## config.mk

```make
export PLATFORM = sky130hd
export DESIGN_NAME = ram_ctrl
export DESIGN_NICKNAME = d
export VERILOG_FILES = /design/src/rtl/ram_ctrl.sv
export SDC_FILE = /design/constraint.sdc
export NUM_CORES = 1
export LEC_CHECK = 0
export BUFFER_PORTS_ARGS = -buffer_cell sky130_fd_sc_hd__buf_2
export CORE_MARGIN = 2
export CORE_UTILIZATION = 55
export CTS_BUF_LIST = sky130_fd_sc_hd__clkbuf_8
export DETAILED_ROUTE_END_ITERATION = 7
export PLACE_DENSITY = 0.86
export SETUP_SLACK_MARGIN = 0.3
export SYNTH_ARGS = -nofsm -noshare
export SYNTH_HDL_FRONTEND = slang
export SYNTH_SLANG_ARGS = --single-unit
```

## constraint.sdc

```tcl
create_clock -name clk -period 4.7 [get_ports clk]
set_input_delay 0.235 -clock clk [delete_from_list [all_inputs] [get_ports clk]]
set_output_delay 0.235 -clock clk [all_outputs]
set_load 0.02 [all_outputs]
```

## src/rtl/ram_ctrl.sv

```systemverilog
// ram_ctrl: request-driven initiator for a single-port synchronous RAM.
// A request is either a fill, which writes one value to len+1 consecutive
// addresses, or a burst read, which returns len+1 consecutive words over a
// backpressured response channel. Addresses wrap modulo 2^AW.
//
// Handshake semantics (both channels): a transfer happens on a rising edge
// where valid=1 and ready=1. Once raised, valid and its payload stay stable
// until that edge. Ready may be high while valid is low, and then has no effect.
//
// Every output is a flop. Next-cycle values are derived from the next state,
// so a state's outputs appear in the same cycle as the state itself.
module ram_ctrl #(
  parameter int AW = 4,
  parameter int DW = 8
) (
  input  logic          clk,
  input  logic          areset,
  input  logic          req_valid,
  output logic          req_ready,
  input  logic          req_we,
  input  logic [AW-1:0] req_addr,
  input  logic [AW-1:0] req_len,
  input  logic [DW-1:0] req_wdata,
  output logic          rsp_valid,
  input  logic          rsp_ready,
  output logic [DW-1:0] rsp_data,
  output logic          rsp_last,
  output logic          wr_done,
  output logic          ram_en,
  output logic          ram_we,
  output logic [AW-1:0] ram_addr,
  output logic [DW-1:0] ram_din,
  input  logic [DW-1:0] ram_dout,
  output logic [2:0]    dbg_state
);

  typedef enum logic [2:0] {
    IDLE     = 3'd0,
    FILL     = 3'd1,
    RD_ISSUE = 3'd2,
    RD_CAPT  = 3'd3,
    RD_RESP  = 3'd4
  } state_t;

  state_t        state, state_d;

  // Current address and remaining beat count. The address register drives
  // ram_addr directly, and the latched fill value drives ram_din.
  logic [AW-1:0] a, a_d;
  logic [AW-1:0] n, n_d;
  logic [DW-1:0] wdata, wdata_d;

  logic          req_ready_d;
  logic          rsp_valid_d;
  logic [DW-1:0] rsp_data_d;
  logic          rsp_last_d;
  logic          wr_done_d;
  logic          ram_en_d;
  logic          ram_we_d;

  logic          accept;
  logic          consume;

  assign accept    = req_valid && req_ready;
  assign consume   = rsp_valid && rsp_ready;
  assign ram_addr  = a;
  assign ram_din   = wdata;
  assign dbg_state = state;

  // State register.
  always_ff @(posedge clk or negedge areset) begin
    if (!areset) begin
      state <= IDLE;
    end else begin
      state <= state_d;
    end
  end

  // Next state, datapath updates and next-cycle output values.
  always_comb begin
    state_d     = state;
    a_d         = a;
    n_d         = n;
    wdata_d     = wdata;
    rsp_valid_d = rsp_valid;
    rsp_data_d  = rsp_data;
    rsp_last_d  = rsp_last;
    wr_done_d   = 1'b0;

    case (state)
      IDLE: begin
        if (accept) begin
          a_d     = req_addr;
          n_d     = req_len;
          wdata_d = req_wdata;
          state_d = req_we ? FILL : RD_ISSUE;
        end
      end
      FILL: begin
        // One write per cycle. The beat with n==0 is the last one.
        if (n == '0) begin
          state_d   = IDLE;
          wr_done_d = 1'b1;
        end else begin
          a_d = a + 1'b1;
          n_d = n - 1'b1;
        end
      end
      RD_ISSUE: begin
        state_d = RD_CAPT;
      end
      RD_CAPT: begin
        // ram_dout holds the word addressed during RD_ISSUE.
        rsp_data_d  = ram_dout;
        rsp_valid_d = 1'b1;
        rsp_last_d  = (n == '0);
        state_d     = RD_RESP;
      end
      RD_RESP: begin
        // Hold the beat until the consumer takes it. No RAM access meanwhile.
        if (consume) begin
          rsp_valid_d = 1'b0;
          rsp_last_d  = 1'b0;
          if (n == '0) begin
            state_d = IDLE;
          end else begin
            a_d     = a + 1'b1;
            n_d     = n - 1'b1;
            state_d = RD_ISSUE;
          end
        end
      end
      default: begin
        state_d = IDLE;
      end
    endcase

    req_ready_d = (state_d == IDLE);
    ram_en_d    = (state_d == FILL) || (state_d == RD_ISSUE);
    ram_we_d    = (state_d == FILL);
  end

  // Datapath and output registers. Reset abandons any transfer in flight.
  always_ff @(posedge clk or negedge areset) begin
    if (!areset) begin
      a         <= '0;
      n         <= '0;
      wdata     <= '0;
      req_ready <= 1'b0;
      rsp_valid <= 1'b0;
      rsp_data  <= '0;
      rsp_last  <= 1'b0;
      wr_done   <= 1'b0;
      ram_en    <= 1'b0;
      ram_we    <= 1'b0;
    end else begin
      a         <= a_d;
      n         <= n_d;
      wdata     <= wdata_d;
      req_ready <= req_ready_d;
      rsp_valid <= rsp_valid_d;
      rsp_data  <= rsp_data_d;
      rsp_last  <= rsp_last_d;
      wr_done   <= wr_done_d;
      ram_en    <= ram_en_d;
      ram_we    <= ram_we_d;
    end
  end

endmodule

```

==> results of run 1 <==
per-stage QoR:
step / utilization / cell area (sq um)
detailed placement: 0.686 / 1910
finish: 0.716 / 1990
CTS: 0.716 / 1990
global placement: 0.686 / 1910
global route: 0.716 / 1990
floorplan: - / 1630
power by group:
group / switching (mW) / total [mW] / leakage [nW] / internal [mW]
registers: 0.123 / 0.549 / 0.396 / 0.425
clock network: 0.0956 / 0.196 / 0.0491 / 0.100
logic: 0.478 / 0.829 / 0.524 / 0.352
state kept, by name, indices dropped and copies added (netlist names):
signal     count
ram_din        8
ram_addr       4
dbg_state      3
rsp_last       1
ram_en         1
rsp_data       8
ram_we         1
wr_done        1
req_ready      1
rsp_valid      1
n              4
how the worst min path moves through the flow:
stage / from / endpoint / slack [ns] / cells after the start
5_1_grt: areset / ram_din[2]$_DFFE_PN0P_ / 0.06 / 1
4_1_cts: areset / ram_din[2]$_DFFE_PN0P_ / 0.03 / 1
3_3_place_gp: areset / ram_addr[1]$_DFFE_PN0P_ / 0.31 / 1
3_5_place_dp: areset / dbg_state[0]$_DFF_PN0_ / 0.33 / 1
6_report: areset / ram_din[2]$_DFFE_PN0P_ / -0.003 / 1
2_1_floorplan: areset / dbg_state[0]$_DFF_PN0_ / -0.06 / 0
cell usage in the layout, fill, tap and decap left out, drive strengths merged, types with 2 or more instances in the layout:
| cell type | netlist | final |
|---|---|---|
| clkbuf | 0 | 5 |
| o22ai | 2 | 2 |
| mux2i | 2 | 2 |
| nor3b | 5 | 5 |
| o221ai | 3 | 3 |
| dfrtp | 33 | 33 |
| nand3b | 2 | 2 |
| ha | 2 | 2 |
| nor2 | 5 | 5 |
| nor4b | 2 | 2 |
| a21oi | 2 | 2 |
| or2 | 2 | 2 |
| and2 | 2 | 2 |
| nand3 | 5 | 5 |
| o211ai | 3 | 3 |
| nand2 | 7 | 7 |
| o21ai | 6 | 6 |
| a22oi | 3 | 3 |
| buf | 5 | 57 |
| clkinv | 0 | 2 |
| inv | 7 | 8 |
| mux2 | 16 | 16 |
layer usage:
layer  part of all wire  wire [um]  vias to the layer above  GRT usage
li1                   -          -                      587          -
met3              0.065        208                        9     0.0681
met5                  0          0                        -          0
met1               0.41       1310                      608      0.251
met2               0.50       1590                       47      0.331
met4              0.022         69                        0     0.0963
logic make-up (layout without fill, tap and decap cells):
logic type | Yosys count | in the layout | synth area share
xor+xnor | 1 | 1 | 0.00539
mux | 18 | 18 | 0.123
compound gates | 29 | 29 | 0.155
simple gates | 33 | 33 | 0.150
buf+inv | 12 | 72 | 0.0431
fa+ha+maj | 2 | 2 | 0.0154
flops | 33 | 33 | 0.508
cell type report:
class | count | area, sq um
multi-input combinational | 83 | 729
timing repair buffer | 57 | 285
clock buffer | 5 | 68.8
sequential | 33 | 826
clock inverter | 3 | 13.8
tap | 31 | 38.8
inverter | 7 | 28.8
fill | 208 | 791
critical path, stage by stage, from the launching register on:
cell	delay [ns]
dfrtp_1	0.38
inv_1	0.12
ha_1	0.23
or3b_4	0.44
a21oi_4	0.19
o221a_4	0.29
nor2_8	0.06
o22a_1	0.21
==> qor.csv, run 1 <==
metric;value;unit
fmax;489;MHz
fin_crit;2.04;ns
postRouteAntennaNets;0;
syn-num-nets;159;
grt_pass1_vias;1228;
drt_iter0_drc;39;
drive_above_1_share;0.505;
setup_tns;0;ns
vias;1251;
cts_tree;yes;
synth_flop_cell;dfrtp_1;
clock_tree.buffer_depth;2;
r2r_end;ram_addr[2]$_DFFE_PN0P_;
overflow;0;
via_per_inst;5.71;
syn_to_final_growth;22.5;%
grt_usage;0.206;
cap_violations;0;
post_cts_buffers;0;
p_leak;0.969;nW
power;1.57;mW
start_util;0.584;
ctsResizeCount;0;
worst_slew_pin_slew;0.687;ns
yosysMostFrequentCell;dfrtp_1;
r2r_slack;2.66;ns
synth-seq-area-share;0.508;
synthArstFlopShare;1.00;
ys_ff_latch;33;
hold-worst-slack;-0.00328;ns
wl_per_cell;14.5;um
rsz0062_at_grt;false;
drt_first_pass_iters;4;
synth-edff-count;0;
cp-start-kind;flip-flop;
port_buffers;57;
critPathLaunch;n[0]$_DFFE_PN0P_;
rows;19;
synth.area.top_cells;dfrtp_1 51%, mux2_2 11%, nor4b_4 2.9%;
pin_count;58;
yosysTopAreaCell;dfrtp_1;
finClkSkew;0.00624;ns
antenna_found_initial;0;
route.final.wire_length;3180;um
cp.arrival;2.20;ns
syn_area_per_cell;12.7;sq um
hp-class;in -> async;
report.final.slew_viol_count;0;
synth_commonest_cells;33 x dfrtp_1, 16 x mux2_2, 7 x nand2_1;
cp_max_fo;8;
clock-sinks;33;
crit_end;ram_addr[2]$_DFFE_PN0P_;
die_x;58.4;um
layoutNonFillerInstCount;219;
synthCells;128;
cts_inserted_buffers;5;
hold_viol_final;9;
setup_viol;0;
grt_start_max_net_pins;34;
setup_slack;2.66;ns
clkTransAtPathRegs;0.07;ns
crit_required;4.86;ns
cts_root_buf;clkbuf_8;
slew_headroom;0.542;
violations;hold timing;
syn_area;0.00163;sq mm
gp_congestion;0.846;
dp_slack;2.66;ns
drc;0;
cp-end-kind;flip-flop;
yosys.cell_types.count;45;
finalNetCount;218;
clock_latency;0.28;ns
peakVddDrop;0.537;mV
criticalPathCategory;reg -> reg;
rr_worst_depth;7;
status;finished with violations;
grt_pass1_wl;5290;um
die-area;0.00341;sq mm
die_h;58.4;um
hpwl;2430;um
antenna_cells;0;
dp_cells;211;
cellPowerDensity;791;mW/mm^2
holdBufCountCts;0;
timing.rr.start;n[0]$_DFFE_PN0P_;
finalCritPeriodShare;0.435;
htreeDepth;2;
synth_top_cell_area_share;0.508;
synth_warnings;0;
fp.coreArea;0.00278;sq mm
No activity file was read; power rests on OpenSTA's default activity.
==> run 2, diff against run 1 <==
Settings changed: ABC_AREA from default to 1, CORE_UTILIZATION 55 to 51, PLACE_DENSITY 0.86 to 0.81.
Clock period 4.7 ns to 2.05 ns, I/O delays scaled along.
==> qor.csv, run 2 <==
metric;value;unit
hpwl;2360;um
die_x;59.8;um
worst_slew_pin_slew;0.706;ns
wl_per_cell;10.8;um
status;finished clean;
drt_first_pass_iters;4;
synth_warnings;0;
cellPowerDensity;1810;mW/mm^2
start_util;0.530;
clock_latency;0.28;ns
clkTransAtPathRegs;0.06;ns
syn-num-nets;224;
port_buffers;57;
cp-end-kind;flip-flop;
crit_required;2.27;ns
syn_area_per_cell;8.24;sq um
clock_tree.buffer_depth;2;
ctsResizeCount;0;
cts_inserted_buffers;5;
setup_slack;0.534;ns
syn_to_final_growth;25.3;%
synthCells;193;
power_switching;1.71;mW
criticalPathCategory;reg -> reg;
fin_crit;1.52;ns
synthArstFlopShare;1.00;
pwr-share-clk;0.131;
hp-class;in -> reg;
rows;20;
yosys.cell_types.count;22;
synth-edff-count;0;
seq_power_share;0.331;
vias;1399;
cap_violations;0;
mostFrequentLayoutCells;100 x nand2_1, 57 x buf_2, 33 x dfrtp_1;
syn_area;0.00159;sq mm
p_sw_frac;0.474;
grt_pass1_wl;5260;um
finClkSkew;0.00506;ns
antenna_cells;0;
drc;0;
pwr-share-comb;0.538;
die-area;0.00358;sq mm
drt_iter0_drc;70;
route.final.wire_length;3130;um
cp.arrival;1.73;ns
finalCritPeriodShare;0.739;
pin_count;58;
grt_pass1_vias;1248;
antenna_found_initial;0;
hold_viol_final;0;
setup_viol;0;
dp_slack;0.540;ns
synth-seq-area-share;0.519;
final_common_cell;nand2_1;
postLayoutCoreUtil;0.664;
cts_root_buf;clkbuf_8;
overflow;0;
die_h;59.8;um
grt_usage;0.198;
report.final.slew_viol_count;0;
p_int;1.90;mW
power;3.62;mW
yosysMostFrequentCell;nand2_1;
fp.coreArea;0.00300;sq mm
drive_above_1_share;0.320;
p_leak;1.20;nW
clock-sinks;33;
cp-start-kind;flip-flop;
cts_tree;yes;
postRouteAntennaNets;0;
hold-worst-slack;0.0194;ns
cp_max_fo;11;
grt_start_max_net_pins;34;
ys_ff_latch;33;
peakVddDrop;0.894;mV
post_cts_buffers;0;
htreeDepth;2;
synth_flop_cell;dfrtp_1;
gp_congestion;0.744;
finalNetCount;287;
rsz0062_at_grt;false;
yosysTopAreaCell;dfrtp_1;
synth_commonest_cells;100 x nand2_1, 33 x dfrtp_1, 12 x inv_1;
slew_headroom;0.530;
synth_top_cell_area_share;0.519;
synth.area.top_cells;dfrtp_1 52%, nand2_1 24%, inv_1 2.8%;
fmax;660;MHz
setup_tns;0;ns
nFillCells;271;
via_per_inst;4.84;
-- run 2: cell count changes in the layout (fill, tap and decap cells not counted), moves of 4 or more --
cell,before,now
nand2_4,0,4
nand2_2,0,4
inv_1,6,13
nand2_1,7,100
mux2_2,16,0
-- run 2: critical path: stages (launching register included) --
cell and delay, ns:
dfrtp_1 0.45, nor2_2 0.16, nand2_1 0.08, nor2_2 0.38
nor2_4 0.08, nor2_8 0.18, nand2_1 0.07, nand2_1 0.06
-- run 2: path summary, 6_finish.rpt --
kind,from,to,slack (ns),cells after the start
max,dbg_state[1]$_DFF_PN0_,ram_addr[2]$_DFFE_PN0P_,0.53,7
min,req_wdata[4],ram_din[4]$_DFFE_PN0P_,0.02,3
max reg2reg,dbg_state[1]$_DFF_PN0_,ram_addr[2]$_DFFE_PN0P_,0.53,7
min reg2reg,ram_din[6]$_DFFE_PN0P_,ram_din[6]$_DFFE_PN0P_,0.47,2
max in group asynchronous,areset,ram_din[3]$_DFFE_PN0P_,1.18,2
min in group asynchronous,areset,rsp_data[6]$_DFFE_PN0N_,0.42,2
-- run 2: metrics by stage --
step,area [sq um],cells
6_report,1990,289
5_1_grt,1990,289
4_1_cts,1990,289
3_5_place_dp,1900,281
3_3_place_gp,1900,281
2_1_floorplan,1590,193
-- run 2: power groups by stage --
stage / Combinational, mW / Clock, mW / Sequential [mW]
after floorplan: 1.15 / 0 / 1.52
after global placement: 1.93 / 0 / 1.20
after detailed placement: 1.97 / 0 / 1.20
after CTS: 1.98 / 0.483 / 1.20
after global routing: 2.19 / 0.513 / 1.24
final: 1.95 / 0.472 / 1.20
-- run 2: routing by layer --
| metal | routed length [um] | share of wire | vias to the layer above | track usage |
|---|---|---|---|---|
| met2 | 1480 | 0.47 | 40 | 0.321 |
| met1 | 1430 | 0.46 | 635 | 0.256 |
| met5 | 0 | 0 | - | 0 |
| met3 | 181 | 0.058 | 4 | 0.0606 |
| li1 | - | - | 720 | - |
| met4 | 33 | 0.011 | 0 | 0.0571 |
-- run 2: logic make-up (layout without fill, tap and decap cells) --
logic type | count (synthesis) | after routing | share of synthesized area
AOI/OAI and AO/OA | 10 | 10 | 0.0330
and+or+nand+nor | 129 | 129 | 0.371
DFF | 33 | 33 | 0.519
adders and majority gates | 2 | 2 | 0.0157
buffers and inverters | 17 | 80 | 0.0503
xor gates and xnor gates | 2 | 2 | 0.0110
-- run 2: layout make-up --
type / instances / area, sq um / area share
flip-flops and latches: 33 / 826 / 0.414
multi-input cells: 143 / 684 / 0.343
repair buffers: 59 / 303 / 0.152
clock buffers: 6 / 82.6 / 0.0414
inverters: 14 / 52.6 / 0.0264
well taps: 33 / 41.3 / 0.0207
clock inverters: 1 / 3.75 / 0.00188
-- run 2: timing repair --
| item | 4_1_cts | 5_1_grt |
|---|---|---|
| hold buffers | 1 | 0 |
| endpoints found under the setup margin | 0 | 0 |
| hold endpoints to repair | 33 | 0 |
